<file path="src/rtl/dvi_ddr_rx_packer.sv">
// dvi_ddr_rx_packer: decode 12-bit DDR DVI pixels to RGB, pack two per 64-bit word and buffer with SOF/EOL tags
module dvi_ddr_rx_packer #(
  parameter int FIFO_DEPTH = 16,
  parameter int CNT_W = 12,
  parameter int VS_ACTIVE_LOW = 1
) (
  input  logic             clock,
  input  logic             reset_n,
  input  logic [11:0]      d_rise,
  input  logic [11:0]      d_fall,
  input  logic             de,
  input  logic             hs,
  input  logic             vs,
  output logic [63:0]      m_data,
  output logic             m_valid,
  input  logic             m_ready,
  output logic             m_sof,
  output logic             m_eol,
  output logic             overflow,
  input  logic             clr_overflow,
  output logic [CNT_W-1:0] line_pixels
);
  localparam int AW = $clog2(FIFO_DEPTH);
  logic [11:0] rise_q, fall_q;
  logic de1, hs1, vs1;
  logic phase, hold_v, sof_pend, de_q, vs_q;
  logic [23:0] lo;
  logic [63:0] hold;
  logic [CNT_W-1:0] cnt;
  logic [65:0] mem [FIFO_DEPTH];
  logic [AW:0] wptr, rptr;
  logic [23:0] pixel;
  logic [65:0] wword, head;
  logic de_fall, vs_act, vsq_act, wr, empty, full, rd, push, drop, unused_hs;
  assign unused_hs = hs1;
  assign pixel = {rise_q[11:8], fall_q[3:0], rise_q[3:0], rise_q[7:4], fall_q[7:4], fall_q[11:8]};
  assign vs_act = (VS_ACTIVE_LOW != 0) ? ~vs1 : vs1;
  assign vsq_act = (VS_ACTIVE_LOW != 0) ? ~vs_q : vs_q;
  assign de_fall = de_q & ~de1;
  assign wr = (de1 & ~phase & hold_v) | de_fall;
  assign wword = {sof_pend, de_fall, (de_fall & phase) ? {40'h0, lo} : hold};
  assign empty = wptr == rptr;
  assign full = (wptr[AW] != rptr[AW]) && (wptr[AW-1:0] == rptr[AW-1:0]);
  assign rd = ~empty & m_ready;
  assign push = wr & (~full | rd);
  assign drop = wr & full & ~rd;
  assign head = mem[rptr[AW-1:0]];
  assign m_valid = ~empty;
  assign m_sof = ~empty & head[65];
  assign m_eol = ~empty & head[64];
  assign m_data = empty ? 64'h0 : head[63:0];
  always_ff @(posedge clock or negedge reset_n)
    if (!reset_n) begin
      rise_q <= '0;
      fall_q <= '0;
      de1 <= 1'b0;
      hs1 <= 1'b0;
      vs1 <= 1'b0;
    end else begin
      rise_q <= d_rise;
      fall_q <= d_fall;
      de1 <= de;
      hs1 <= hs;
      vs1 <= vs;
    end
  always_ff @(posedge clock or negedge reset_n)
    if (!reset_n) begin
      phase <= 1'b0;
      hold_v <= 1'b0;
      sof_pend <= 1'b0;
      de_q <= 1'b0;
      vs_q <= 1'b0;
      lo <= '0;
      hold <= '0;
      cnt <= '0;
      line_pixels <= '0;
      overflow <= 1'b0;
    end else begin
      de_q <= de1;
      vs_q <= vs1;
      sof_pend <= (vs_act & ~vsq_act) | (sof_pend & ~wr);
      overflow <= ~clr_overflow & (overflow | drop);
      if (de1) begin
        cnt <= (&cnt) ? cnt : cnt + 1'b1;
        phase <= ~phase;
        if (!phase) begin
          lo <= pixel;
          hold_v <= 1'b0;
        end else begin
          hold <= {8'h0, pixel, 8'h0, lo};
          hold_v <= 1'b1;
        end
      end else if (de_q) begin
        line_pixels <= cnt;
        cnt <= '0;
        phase <= 1'b0;
        hold_v <= 1'b0;
      end
    end
  always_ff @(posedge clock or negedge reset_n)
    if (!reset_n) begin
      wptr <= '0;
      rptr <= '0;
    end else begin
      wptr <= wptr + (AW+1)'(push);
      rptr <= rptr + (AW+1)'(rd);
    end
  always_ff @(posedge clock)
    if (push) mem[wptr[AW-1:0]] <= wword;
endmodule

</file>
<file path="config.mk">
export PLATFORM = sky130hd
export DESIGN_NAME = dvi_ddr_rx_packer
export DESIGN_NICKNAME = d
export VERILOG_FILES = /design/src/rtl/dvi_ddr_rx_packer.sv
export SDC_FILE = /design/constraint.sdc
export NUM_CORES = 1
export LEC_CHECK = 0
export CORE_MARGIN = 2
export CORE_UTILIZATION = 45
export DETAILED_ROUTE_END_ITERATION = 10
export PLACE_DENSITY = 0.7
export RECOVER_POWER = 100
export SYNTH_ARGS = -nofsm -noshare
export SYNTH_HDL_FRONTEND = slang
export SYNTH_SLANG_ARGS = --single-unit
</file>
<file path="constraint.sdc">
create_clock -name clock -period 7.96 [get_ports clock]
set_clock_uncertainty 0.2 [all_clocks]
set_input_delay 1.194 -clock clock [delete_from_list [all_inputs] [get_ports clock]]
set_output_delay 1.194 -clock clock [all_outputs]
set_load 0.01 [all_outputs]
</file>
==> results of run 1 <==
## cell usage after synthesis (all sizes together), types with 3 or more instances
cell type  number
edfxtp        800
mux2           96
mux4          200
nand2b          3
a21oi          55
nand3          12
nand2          52
and2           25
ha              5
nor3           10
nor2b           7
nor2            7
xnor2          11
nor4            4
clkbuf         43
a22oi         100
buf            68
xor2            3
dfrtp         138
o21ai          10
inv             7
nor4b           4
## area by class of cell
cell class                      count  area, sq um  area share [%]
Inverter                            7         26.3          0.0641
Sequential cell                   938        27500            67.1
Clock buffer                      126         2670            6.51
Timing Repair Buffer              145         1180            2.87
Clock inverter                     42          619            1.51
Multi-Input combinational cell    640         7700            18.8
Antenna cell                        1         2.50         0.00611
Tap cell                         1050         1310            3.21
## worst max-delay path: stages (launching register included)
cell           delay, ns
dfrtp_4             1.03
buf_4               0.60
clkbuf_2            1.28
mux4_2              0.44
a22oi_1             0.08
a21oi_1             0.47
dlygate4sd3_1       0.68
## metal layers
layer | global-route usage [%] | wire, um
met1 | 28.8 | 33500
met2 | 32.5 | 40300
met3 | 3.76 | 6380
met4 | 5.20 | 1830
met5 | 0 | 0
## power breakdown
group          internal [W]  switching (W)  leakage (nW)
combinational       0.00181        0.00225          2.96
sequential          0.00611       0.000320          8.90
clock               0.00286        0.00180          1.61
total                0.0108        0.00437          13.5
## path summary, 6_finish.rpt
check	cells after the start	slack [ns]	from	endpoint
min	0	0.18	vs1	vs_q
max	6	1.29	rptr[1]	m_data[4]
min reg2reg	0	0.18	vs1	vs_q
max reg2reg	8	1.48	de1	mem[9][39]
min in group asynchronous	1	2.25	reset_n	lo[2]
max in group asynchronous	1	2.41	reset_n	rise_q[1]
## cell families (layout without fill, tap and decap cells)
group	Yosys count	in the layout
XOR/XNOR	14	14
AO/OA/AOI/OAI	175	175
buffers and inverters	118	320
adder cells (fa/ha/maj)	5	5
AND/OR/NAND/NOR	133	133
flip-flops	938	938
multiplexers	297	297
other	1	17
## per-stage QoR
stage | hold slack [ns] | setup slack, ns | util (%) | instances
final | 0.178 | 1.29 | 52.1 | 2949
after CTS | 0.183 | 1.78 | 52.4 | 2948
after global placement | 0.160 | 2.50 | 48.2 | 2780
after floorplan | 0.149 | 0.346 | - | 1696
after detailed placement | 0.169 | 2.49 | 48.2 | 2780
after global routing | 0.211 | 0.926 | 52.0 | 2948
## sequential cells by signal (all words and copies together), names as in the netlist
name,flops
phase,1
hold_v,1
sof_pend,1
line_pixels,12
hold,48
vs_q,1
wptr,5
vs1,1
rise_q,12
mem,800
cnt,12
de_q,1
rptr,5
lo,24
de1,1
overflow,1
fall_q,12
==> flow_summary.ini, run 1 <==
[outcome]
status = finished, violations left
failed_checks = capacitance limit, slew limit

[cells_and_area]
fin_nets = 1859
layout_common_cells = 800 x edfxtp_1, 200 x mux4_2, 136 x dfrtp_1
drive_gt1_share_pct = 23.1
fillers = 5985
postLayoutCellArea_sq_um = 41000
area_growth_pct = 14.7
final_common_cell = edfxtp_1

[placement]
place_hpwl_um = 43000
globalplace.congestion = 0.760
portBuffers = 93
placed_area_sq_um = 38000

[clock_network]
path_clk_slew_ns = 0.06
root_buffer = clkbuf_16
postCtsSetupRepairBufs = 0
numCtsBuffers = 91
cts.sinks = 938
cts_max_level = 3
cts.repair.resized = 0
cts_hold_buffers = 0
cts_tree = yes
cts_buffer_depth = 3
insertion_delay_ns = 0.64

[synth]
synth_compound_gate_area_share_pct = 3.28
seq_area_frac_synth_pct = 76.9
synth_edf_count = 800
netlist_area_sq_um = 35700
yosys.area_share.adder_pct = 0.175
synthXorXnorAreaFrac_pct = 0.343
synthSimpleGateAreaFrac_pct = 1.93
synthFlopType = edfxtp_1
yosys-mux-area-fraction_pct = 15.7
syn_inst = 1681
synth_top_family_by_area = multiplexers
synth_top_area_cell = edfxtp_1
synth.distinct_cells = 45
synth_warnings = 0
async_flop_share_pct = 14.7
avgSynthCellArea_sq_um = 21.3
synthTopCellsByArea = edfxtp_1 67%, mux4_2 13%, dfrtp_1 9.7%
ys_ff_latch = 938
synth_top_area_share_pct = 67.2

[floorplanning]
io_pins = 111
core_area_sq_um = 78700
start_util_pct = 45.4
die_h_um = 286
rows = 103
die_area_sq_um = 81700
die_w_um = 286

[flow_run]
cap_viol_max_count = 30

[sta]
hold_viol = 0
worst_slew_pin_slew_ns = 5.15
finalSetupTns_ns = 0
finalMaxSlewViolations = 910
max_freq_mhz = 150
rsz0062_at_grt = false
setup_viol = 0
layout_worst_path_cycle_share_pct = 83.8
maxSlewHeadroom_pct = -243
period_minus_slack_ns = 6.67

[power_and_ir_drop]
finalPower_w = 0.0152
pwr_density_cell_nw_per_um2 = 370
p_leak_nw = 13.5
vdd_drop_max_uv = 343

[min_path]
hp-class = register to register

[setup_path]
end_kind = output pin
start_kind = register
critical_path_class = register to output pin
critPathRequiredTime_ns = 6.57
worstPathArrival_ns = 5.28
cp_max_fo = 57

[routing]
wl_per_cell_um = 27.8
finalWirelength_um = 82000
drt_pass1_iterations = 7
vias_per_cell = 5.90
num_vias = 17400
ant_nets = 0
drt_iter0_drc = 1840
remaining_drc_errors = 0

[global_routing]
antenna_found_initial = 1
grt_overflow_total = 0
first_global_vias = 18100
grt_max_degree = 117
grt_pass1_wl_um = 120000
groute.usage.overall_pct = 20.2
Note: power is estimated with default switching activity, not from simulation.
==> run 2: changes to the inputs <==
Settings changed: PLACE_DENSITY 0.7 to 0.73.
Clock period 7.96 ns to 5.9 ns, I/O delays scaled along.
==> run 2 against run 1 <==
The run still ends with capacitance limit, slew limit left. Critical path depth unchanged. Global-route usage decreased by 0.80 points. Non-clock buffer count decreased by 7. Routed wire length decreased by 4.4%. Clock power increased by 21%. Via count decreased by 1.4%.
==> flow_summary.ini, run 2 (synthesis gave the netlist of run 1 again) <==
[routing]
vias_per_cell = 5.84
ant_nets = 0
wl_per_cell_um = 26.7
num_vias = 17200
drt_pass1_iterations = 5
drt_iter0_drc = 1758
remaining_drc_errors = 0
finalWirelength_um = 78400

[clock_network]
cts_tree = yes
cts_buffer_depth = 3
insertion_delay_ns = 0.64
cts.sinks = 938
path_clk_slew_ns = 0.06
cts_hold_buffers = 0
root_buffer = clkbuf_16
cts.repair.resized = 0
postCtsSetupRepairBufs = 0
cts_max_level = 3
numCtsBuffers = 88

[cells_and_area]
drive_gt1_share_pct = 23.3
largest_register_ffs = 800
final_common_cell = edfxtp_1
area_growth_pct = 13.8
fillers = 6016
instances_no_fill = 2937
multiInputGateArea_sq_um = 7740
regArea_sq_um = 27500
layout_common_cells = 800 x edfxtp_1, 200 x mux4_2, 137 x dfrtp_1
postLayoutCellArea_sq_um = 40700
fin_nets = 1849

[power_and_ir_drop]
p_sw_share_pct = 29.2
p_int_w = 0.0140
pwr_density_cell_nw_per_um2 = 487
p_clk_share_pct = 28.4
p_sw_w = 0.00579
combPwrFrac_pct = 28.3
p_seq_share_pct = 43.3
finalPower_w = 0.0198
vdd_drop_max_uv = 386
p_leak_nw = 13.3

[floorplanning]
die_h_um = 286
die_area_sq_um = 81700
rows = 103
start_util_pct = 45.4
die_w_um = 286
core_area_sq_um = 78700
io_pins = 111

[outcome]
status = finished, violations left
failed_checks = capacitance limit, slew limit

[global_routing]
grt_pass1_wl_um = 117000
first_global_vias = 17900
antenna_found_initial = 2
grt_max_degree = 97
groute.usage.overall_pct = 19.4
grt_overflow_total = 0

[sta]
finalMaxSlewViolations = 832
hold_viol = 0
rsz0062_at_grt = false
setup_viol = 0
finalSetupTns_ns = 0
maxSlewHeadroom_pct = -103
max_freq_mhz = 192
worst_slew_pin_slew_ns = 3.05
layout_worst_path_cycle_share_pct = 88.1
period_minus_slack_ns = 5.20

[flow_run]
cap_viol_max_count = 18

[min_path]
hp-class = register to register

[placement]
placed_area_sq_um = 38000
place_inst = 2773
place_hpwl_um = 41400
portBuffers = 93
globalplace.congestion = 0.766

[setup_path]
critical_path_class = register to output pin
worstPathArrival_ns = 4.11
cp_max_fo = 14
end_kind = output pin
critPathRequiredTime_ns = 4.82
start_kind = register
## run 2: layout make-up
type | count | share of cell area, %
Clock inverter | 40 | 1.00
Clock buffer | 123 | 6.12
Sequential cell | 938 | 67.6
Timing Repair Buffer | 138 | 2.97
Tap cell | 1050 | 3.23
Antenna cell | 1 | 0.00615
Inverter | 7 | 0.0646
Multi-Input combinational cell | 640 | 19.0
## run 2: through the flow
step / hold slack, ns / utilization (%) / setup WS [ns]
floorplan: 0.149 / - / -0.924
detailed placement: 0.162 / 48.2 / 1.63
finish: 0.170 / 51.7 / 0.701
global placement: 0.154 / 48.2 / 1.60
CTS: 0.175 / 51.9 / 0.929
global route: 0.184 / 51.6 / 0.445
## run 2: worst paths after layout
kind                       startpoint              to  slack (ns)  cells past startpoint
setup / recovery              rptr[0]      m_data[16]        0.70                      6
hold / removal                    vs1            vs_q        0.17                      0
setup reg to reg                  de1      mem[4][41]        0.97                      7
hold reg to reg                   vs1            vs_q        0.17                      0
max in group asynchronous     reset_n         rptr[1]        2.77                      1
min in group asynchronous     reset_n  line_pixels[1]        0.86                      1
## run 2: critical path, stage by stage (launching register included)
cell           delay (ns)
dfrtp_1              0.96
xnor2_1              0.19
nand4_1              0.19
nor2b_4              0.55
clkbuf_1             0.66
a21oi_1              0.23
dlygate4sd3_1        0.68
## run 2: power groups by stage
stage	Combinational, W	Clock, W	Sequential [W]
2_1_floorplan	0.00372	0	0.00852
3_3_place_gp	0.00575	0	0.00867
3_5_place_dp	0.00585	0	0.00872
4_1_cts	0.00588	0.00572	0.00858
5_1_grt	0.00602	0.00597	0.00865
6_report	0.00560	0.00563	0.00859
## run 2: metal layers
layer,routed length [um],vias to the layer above,GRT usage (%)
met1,31200,9201,26.3
met4,1810,0,5.46
met5,0,-,0
met2,39500,709,32.5
li1,-,7136,-
met3,5900,118,3.65
